### config.mk
export PLATFORM = sky130hd
export DESIGN_NAME = mem_arbiter
export DESIGN_NICKNAME = d
export VERILOG_FILES = /design/src/rtl/mem_pkg.sv /design/src/rtl/mem_arb_timer.sv /design/src/rtl/mem_arbiter.sv
export SDC_FILE = /design/constraint.sdc
export NUM_CORES = 1
export LEC_CHECK = 0
export CORE_AREA = 2 2 108 110
export CTS_CLUSTER_DIAMETER = 30
export CTS_CLUSTER_SIZE = 40
export DETAILED_ROUTE_END_ITERATION = 10
export DIE_AREA = 0 0 110 112
export SKIP_LAST_GASP = 1
export SLEW_MARGIN = 20
export SYNTH_ARGS = -nofsm -noshare
export SYNTH_HDL_FRONTEND = slang
export SYNTH_SLANG_ARGS = --single-unit
### constraint.sdc
create_clock -name clk -period 2.77 [get_ports clk]
set_input_delay 0.6925 -clock clk [delete_from_list [all_inputs] [get_ports clk]]
set_output_delay 0.6925 -clock clk [all_outputs]
set_load 0.01 [all_outputs]
### src/rtl/mem_pkg.sv
// Shared types and grant encodings for the ssram port arbiter.
package mem_pkg;

    typedef enum logic [1:0] {
        IDLE   = 2'b00,
        BUSY_I = 2'b01,
        BUSY_D = 2'b10
    } arb_state_t;

    typedef struct packed {
        logic [31:0] address;
        logic        read_enable;
        logic        write_enable;
        logic [3:0]  write_byte_enable;
        logic [31:0] write_data;
    } mem_req_t;

    localparam logic [1:0] GRANT_NONE = 2'b00;
    localparam logic [1:0] GRANT_I    = 2'b01;
    localparam logic [1:0] GRANT_D    = 2'b10;

endpackage

### src/rtl/mem_arb_timer.sv
// Saturating up-counter with synchronous clear; o_hit is high while the count sits at LIMIT.
module mem_arb_timer #(
    parameter int LIMIT = 4,
    parameter int W     = $clog2(LIMIT + 1)
) (
    input  logic clk,
    input  logic rst,
    input  logic i_clr,
    input  logic i_en,
    output logic o_hit
);

    logic [W-1:0] r_count;

    // NOTE: sequential state uses non-blocking assignments so every flop samples pre-edge values.
    always_ff @(posedge clk or negedge rst) begin
        if (!rst) begin
            r_count <= '0;
        end else if (i_clr) begin
            r_count <= '0;
        end else if (i_en && (r_count != W'(LIMIT))) begin
            r_count <= r_count + 1'b1;
        end
    end

    assign o_hit = (r_count == W'(LIMIT));

endmodule

### src/rtl/mem_arbiter.sv
// Two-requester ssram arbiter: data port has priority, fetch port is protected by a
// starvation limit, and a watchdog self-completes accesses that never get an ack.
module mem_arbiter
    import mem_pkg::*;
#(
    parameter int STARVE_LIMIT = 4,
    parameter int TIMEOUT      = 64
) (
    input  logic        clk,
    input  logic        rst,
    input  logic [31:0] i_address,
    input  logic        i_read_enable,
    output logic [31:0] i_read_data,
    output logic        i_read_ack,
    input  logic [31:0] d_address,
    input  logic        d_read_enable,
    output logic [31:0] d_read_data,
    output logic        d_read_ack,
    input  logic        d_write_enable,
    input  logic [3:0]  d_write_byte_enable,
    input  logic [31:0] d_write_data,
    output logic        d_write_ack,
    output logic [31:0] address,
    output logic        read_enable,
    input  logic [31:0] read_data,
    input  logic        read_ack,
    output logic        write_enable,
    output logic [3:0]  write_byte_enable,
    output logic [31:0] write_data,
    input  logic        write_ack,
    output logic [1:0]  grant,
    output logic        timeout_err
);

    arb_state_t r_state;
    logic       r_timeout_err;
    mem_req_t   w_req;
    logic       w_idle, w_busy_i, w_busy_d;
    logic       w_grant_d, w_grant_i;
    logic       w_starve_hit, w_starve_clr, w_starve_inc;
    logic       w_wd_hit, w_wd_expire;
    logic       w_mem_ack, w_withdraw, w_owner_ack;

    assign w_idle   = (r_state == IDLE);
    assign w_busy_i = (r_state == BUSY_I);
    assign w_busy_d = (r_state == BUSY_D);

    assign w_grant_d = w_idle && (d_read_enable || d_write_enable)
                       && (!i_read_enable || !w_starve_hit);
    assign w_grant_i = w_idle && !w_grant_d && i_read_enable;

    assign w_starve_inc = w_grant_d && i_read_enable;
    assign w_starve_clr = w_grant_i || (w_idle && !i_read_enable);

    mem_arb_timer #(.LIMIT(STARVE_LIMIT)) u_starve (
        .clk   (clk),
        .rst   (rst),
        .i_clr (w_starve_clr),
        .i_en  (w_starve_inc),
        .o_hit (w_starve_hit)
    );

    // Busy cycle k sees count k-1, so the hit lands in exactly the TIMEOUT-th busy cycle.
    mem_arb_timer #(.LIMIT(TIMEOUT - 1)) u_watchdog (
        .clk   (clk),
        .rst   (rst),
        .i_clr (w_idle),
        .i_en  (!w_idle),
        .o_hit (w_wd_hit)
    );

    // NOTE: every combinational output gets a default first so no path infers a latch.
    always_comb begin
        w_req = '0;
        case (r_state)
            BUSY_I: begin
                w_req.address     = i_address;
                w_req.read_enable = i_read_enable;
            end
            BUSY_D: begin
                w_req.address           = d_address;
                w_req.write_enable      = d_write_enable;
                w_req.read_enable       = d_read_enable && !d_write_enable;
                w_req.write_byte_enable = d_write_byte_enable;
                w_req.write_data        = d_write_data;
            end
            default: ;
        endcase
    end

    assign address           = w_req.address;
    assign read_enable       = w_req.read_enable;
    assign write_enable      = w_req.write_enable;
    assign write_byte_enable = w_req.write_byte_enable;
    assign write_data        = w_req.write_data;

    assign w_mem_ack   = (w_busy_i && read_ack)
                      || (w_busy_d && (d_write_enable ? write_ack : read_ack));
    assign w_withdraw  = (w_busy_i && !i_read_enable)
                      || (w_busy_d && !d_read_enable && !d_write_enable);
    assign w_wd_expire = !w_idle && w_wd_hit;
    assign w_owner_ack = w_mem_ack || w_wd_expire;

    assign i_read_ack  = w_busy_i && i_read_enable && w_owner_ack;
    assign d_write_ack = w_busy_d && d_write_enable && w_owner_ack;
    assign d_read_ack  = w_busy_d && d_read_enable && !d_write_enable && w_owner_ack;
    assign i_read_data = w_wd_expire ? 32'h0 : read_data;
    assign d_read_data = w_wd_expire ? 32'h0 : read_data;

    always_ff @(posedge clk or negedge rst) begin
        if (!rst) begin
            r_state       <= IDLE;
            r_timeout_err <= 1'b0;
        end else begin
            if (w_wd_expire && !w_mem_ack) begin
                r_timeout_err <= 1'b1;
            end
            case (r_state)
                IDLE: begin
                    if (w_grant_d) begin
                        r_state <= BUSY_D;
                    end else if (w_grant_i) begin
                        r_state <= BUSY_I;
                    end
                end
                default: begin
                    if (w_owner_ack || w_withdraw) begin
                        r_state <= IDLE;
                    end
                end
            endcase
        end
    end

    assign grant       = w_busy_i ? GRANT_I : (w_busy_d ? GRANT_D : GRANT_NONE);
    assign timeout_err = r_timeout_err;

endmodule

==> run metrics <==
maximum number of pins on one net before global-route repair=60; via count of the first global-routing pass=2657; longest individual stage delay on the worst path=0.43 ns; achievable frequency=0.369 GHz; post-layout power=between 3 and 4 mW; number of standard cells after synthesis=259; aggregate routed wire length=10000 µm; number of cells traversed by the worst register-to-register path=7; final worst setup slack=approximately 0.057 ns; detailed-route DRC error count=0; PD cells=609 nW/µm²; post-layout net count=651; Main synth FF type=dfrtp_1; mean instance size in the synthesized netlist=7.95 µm²; num ports=~280; Worst-Skew Late Latency=0.23 ns; layout cell share with drive strength beyond 1=12.1%; number of max-cap violations=0; critical path start-end classification=in2out; clock root buffer=clkbuf_16; total negative slack for setup checks=0 ns; hold crit path type=reg2reg; Hold-fix buffers, CTS=0; global-route wire length before repair=14200 µm; routed wire length per instance=15.5 µm; sequential cell area fraction in the yosys report=between 10% and 20%; Final Max Slew Viols=0; vias per std cell=4.22; TritonCTS clock tree=yes; number of flops mapped to enable cells by yosys=0; deepest clock path buffer count=2; maximum fanout count along the critical path=3; critical-path cell list=clkdlybuf4s50_1, mux2_4, a22oi_4, and2_4, nor2_1, dlygate4sd2_1; worst hold path stage count=1; total area of multi-input combinational cells=roughly 1400 µm²; element type at the critical path start=input port; die span in x=110 µm; Pre-antenna DRT Iters=4; arrival time at the worst endpoint=2.02 ns; peak supply drop=0.311 mV; number of CTS-inserted buffers=3; net count after synthesis=a little over 400; worst-path cell with the longest stage delay=clkdlybuf4s50_1; final core utilization=approximately 44%; Total Die Area=12300 µm²; initial core utilization=18.4%; Crit path required time=2.08 ns; area growth from synthesis to layout=141%; CTS Sinks=12; final period utilization=97.9%; outcome=complete, no violations; sequential standard cell area=300 µm²; area of the core=11200 µm²; number of warning messages in the yosys log=0; setup-violating endpoint count in the final report=0; hold_ws=0.458 ns; number of DRC markers after the initial detailed-route iteration=174; Leakage Power=between 1.5 and 2 nW; hold violation total from the final report=0; number of distinct library cells after synthesis=40; total of flip-flops plus latches after synthesis=12; DIE HEIGHT=112 µm; level count of the clock H-tree=1; min cycle time layout=roughly 2.7 ns; clock-pin slew of the registers on the worst-case setup and hold paths=~0.040 ns; netlist area before placement=2060 µm²; Routability Congestion=0.847; setup repair after global routing missed its margin=false; placed wire-length estimate after detailed placement=8170 µm; Worst Setup Slack post-DPL=-0.268 ns; kind of end point of the critical path=output port; Antenna Diode Count=0; relative slew slack=62.6%; Worst Tran Pin Value=0.559 ns; fraction of synthesis flops using an asynchronous set or reset pin=100%; count of nets left with antenna violations after detail routing=0; fill count=1112; # port buffers=roughly 280; Fin Clk Skew=0.00171 ns; detailed-route via count=2733; overflow left after global routing=0; site row count=39; Total GRT Usage=14.5%; antenna violations before repair=0
## sequential cells by signal (all words and copies together) (netlist names)
signal and count:
u_starve.r_count 3, timeout_err 1, u_watchdog.r_count 6, r_state 2
## layer usage
metal	track usage (%)	wire length, µm	vias to the layer above
li1	-	-	1329
met2	27.3	5310	145
met3	3.69	1010	12
met5	0	0	-
met1	16.2	3580	1247
met4	2.36	121	0
## cells by family after synthesis
| family | after synthesis | synth area share (%) |
|---|---|---|
| flip-flops | 12 | 14.6 |
| AND/OR/NAND/NOR | 128 | 42.6 |
| multiplexers | 3 | 1.70 |
| XOR/XNOR | 3 | 1.28 |
| buffers and inverters | 58 | 18.0 |
| AO/OA/AOI/OAI | 48 | 17.5 |
| adder cells (fa/ha/maj) | 7 | 4.25 |
## through the flow
step | area, µm² | instances
floorplan | 2060 | 259
global placement | 4800 | 639
detailed placement | 4800 | 639
CTS | 4880 | 643
global route | 4970 | 647
finish | 4970 | 647
## power by group
part	internal (mW)	total, mW	switching, mW
clock network	0.217	0.288	0.0704
logic	1.44	2.48	1.04
registers	0.220	0.257	0.0371
## worst max-delay path, delay by kind of cell
family / cells / cell delay (ns)
mux: 1 / 0.28
buf+inv: 2 / 0.71
simple gates: 2 / 0.22
compound gates: 1 / 0.12
## final timing paths
| check | slack, ns | end | start |
|---|---|---|---|
| worst max-delay path | 0.06 | d_read_ack | write_ack |
| worst min-delay path | 0.46 | timeout_err | timeout_err |
| worst max register to register | 1.21 | r_state[1] | r_state[1] |
| worst min register to register | 0.46 | timeout_err | timeout_err |
| max in group asynchronous | 1.58 | u_watchdog.r_count[4] | rst |
| min in group asynchronous | 0.82 | u_starve.r_count[0] | rst |
## cell type report
| type | count | area share (%) |
|---|---|---|
| Tap cell | 143 | 3.60 |
| Clock buffer | 4 | 1.79 |
| Sequential cell | 12 | 6.04 |
| Inverter | 5 | 0.377 |
| Multi-Input combinational cell | 189 | 28.2 |
| Timing Repair Buffer | 294 | 60.0 |
## synthesized netlist by cell type, types with 2 or more instances
master | n | area, µm²
inv_1 | 5 | 18.8
clkbuf_1 | 8 | 30.0
a22oi_1 | 32 | 240
buf_1 | 3 | 11.3
nor3_1 | 2 | 10.0
and2_1 | 37 | 231
buf_6 | 3 | 33.8
and2_2 | 3 | 22.5
nand3_1 | 6 | 30.0
nor2b_1 | 33 | 206
mux2i_1 | 2 | 20.0
buf_2 | 6 | 30.0
xor2_1 | 2 | 17.5
o31ai_1 | 2 | 15.0
ha_1 | 7 | 87.6
nand2_1 | 4 | 15.0
nor3b_1 | 2 | 15.0
a31oi_1 | 3 | 18.8
and2_4 | 30 | 263
o21ai_1 | 2 | 10.0
buf_4 | 33 | 248
nor2_1 | 5 | 18.8
dfrtp_1 | 12 | 300
## cell usage in the layout (no fill, tap or decap), types with 5 or more instances in the layout
| master | synthesis | final |
|---|---|---|
| clkdlybuf4s50_1 | 0 | 269 |
| and2_1 | 37 | 37 |
| nor2b_1 | 33 | 33 |
| a22oi_1 | 32 | 32 |
| and2_4 | 30 | 30 |
| dfrtp_1 | 12 | 12 |
| buf_4 | 33 | 10 |
| nand3_1 | 6 | 6 |
| nor2_1 | 5 | 5 |
| ha_1 | 7 | 5 |
| clkbuf_16 | 0 | 5 |
| dlygate4sd2_1 | 0 | 5 |
## what timing repair did
item	4_1_cts	5_1_grt
resized for setup	6	7
buffers inserted	0	2
setup endpoints to repair	10	98
endpoints found under the hold margin	0	0
pin swaps	0	0
gates cloned	0	2
(Power assumes the default switching activity.)
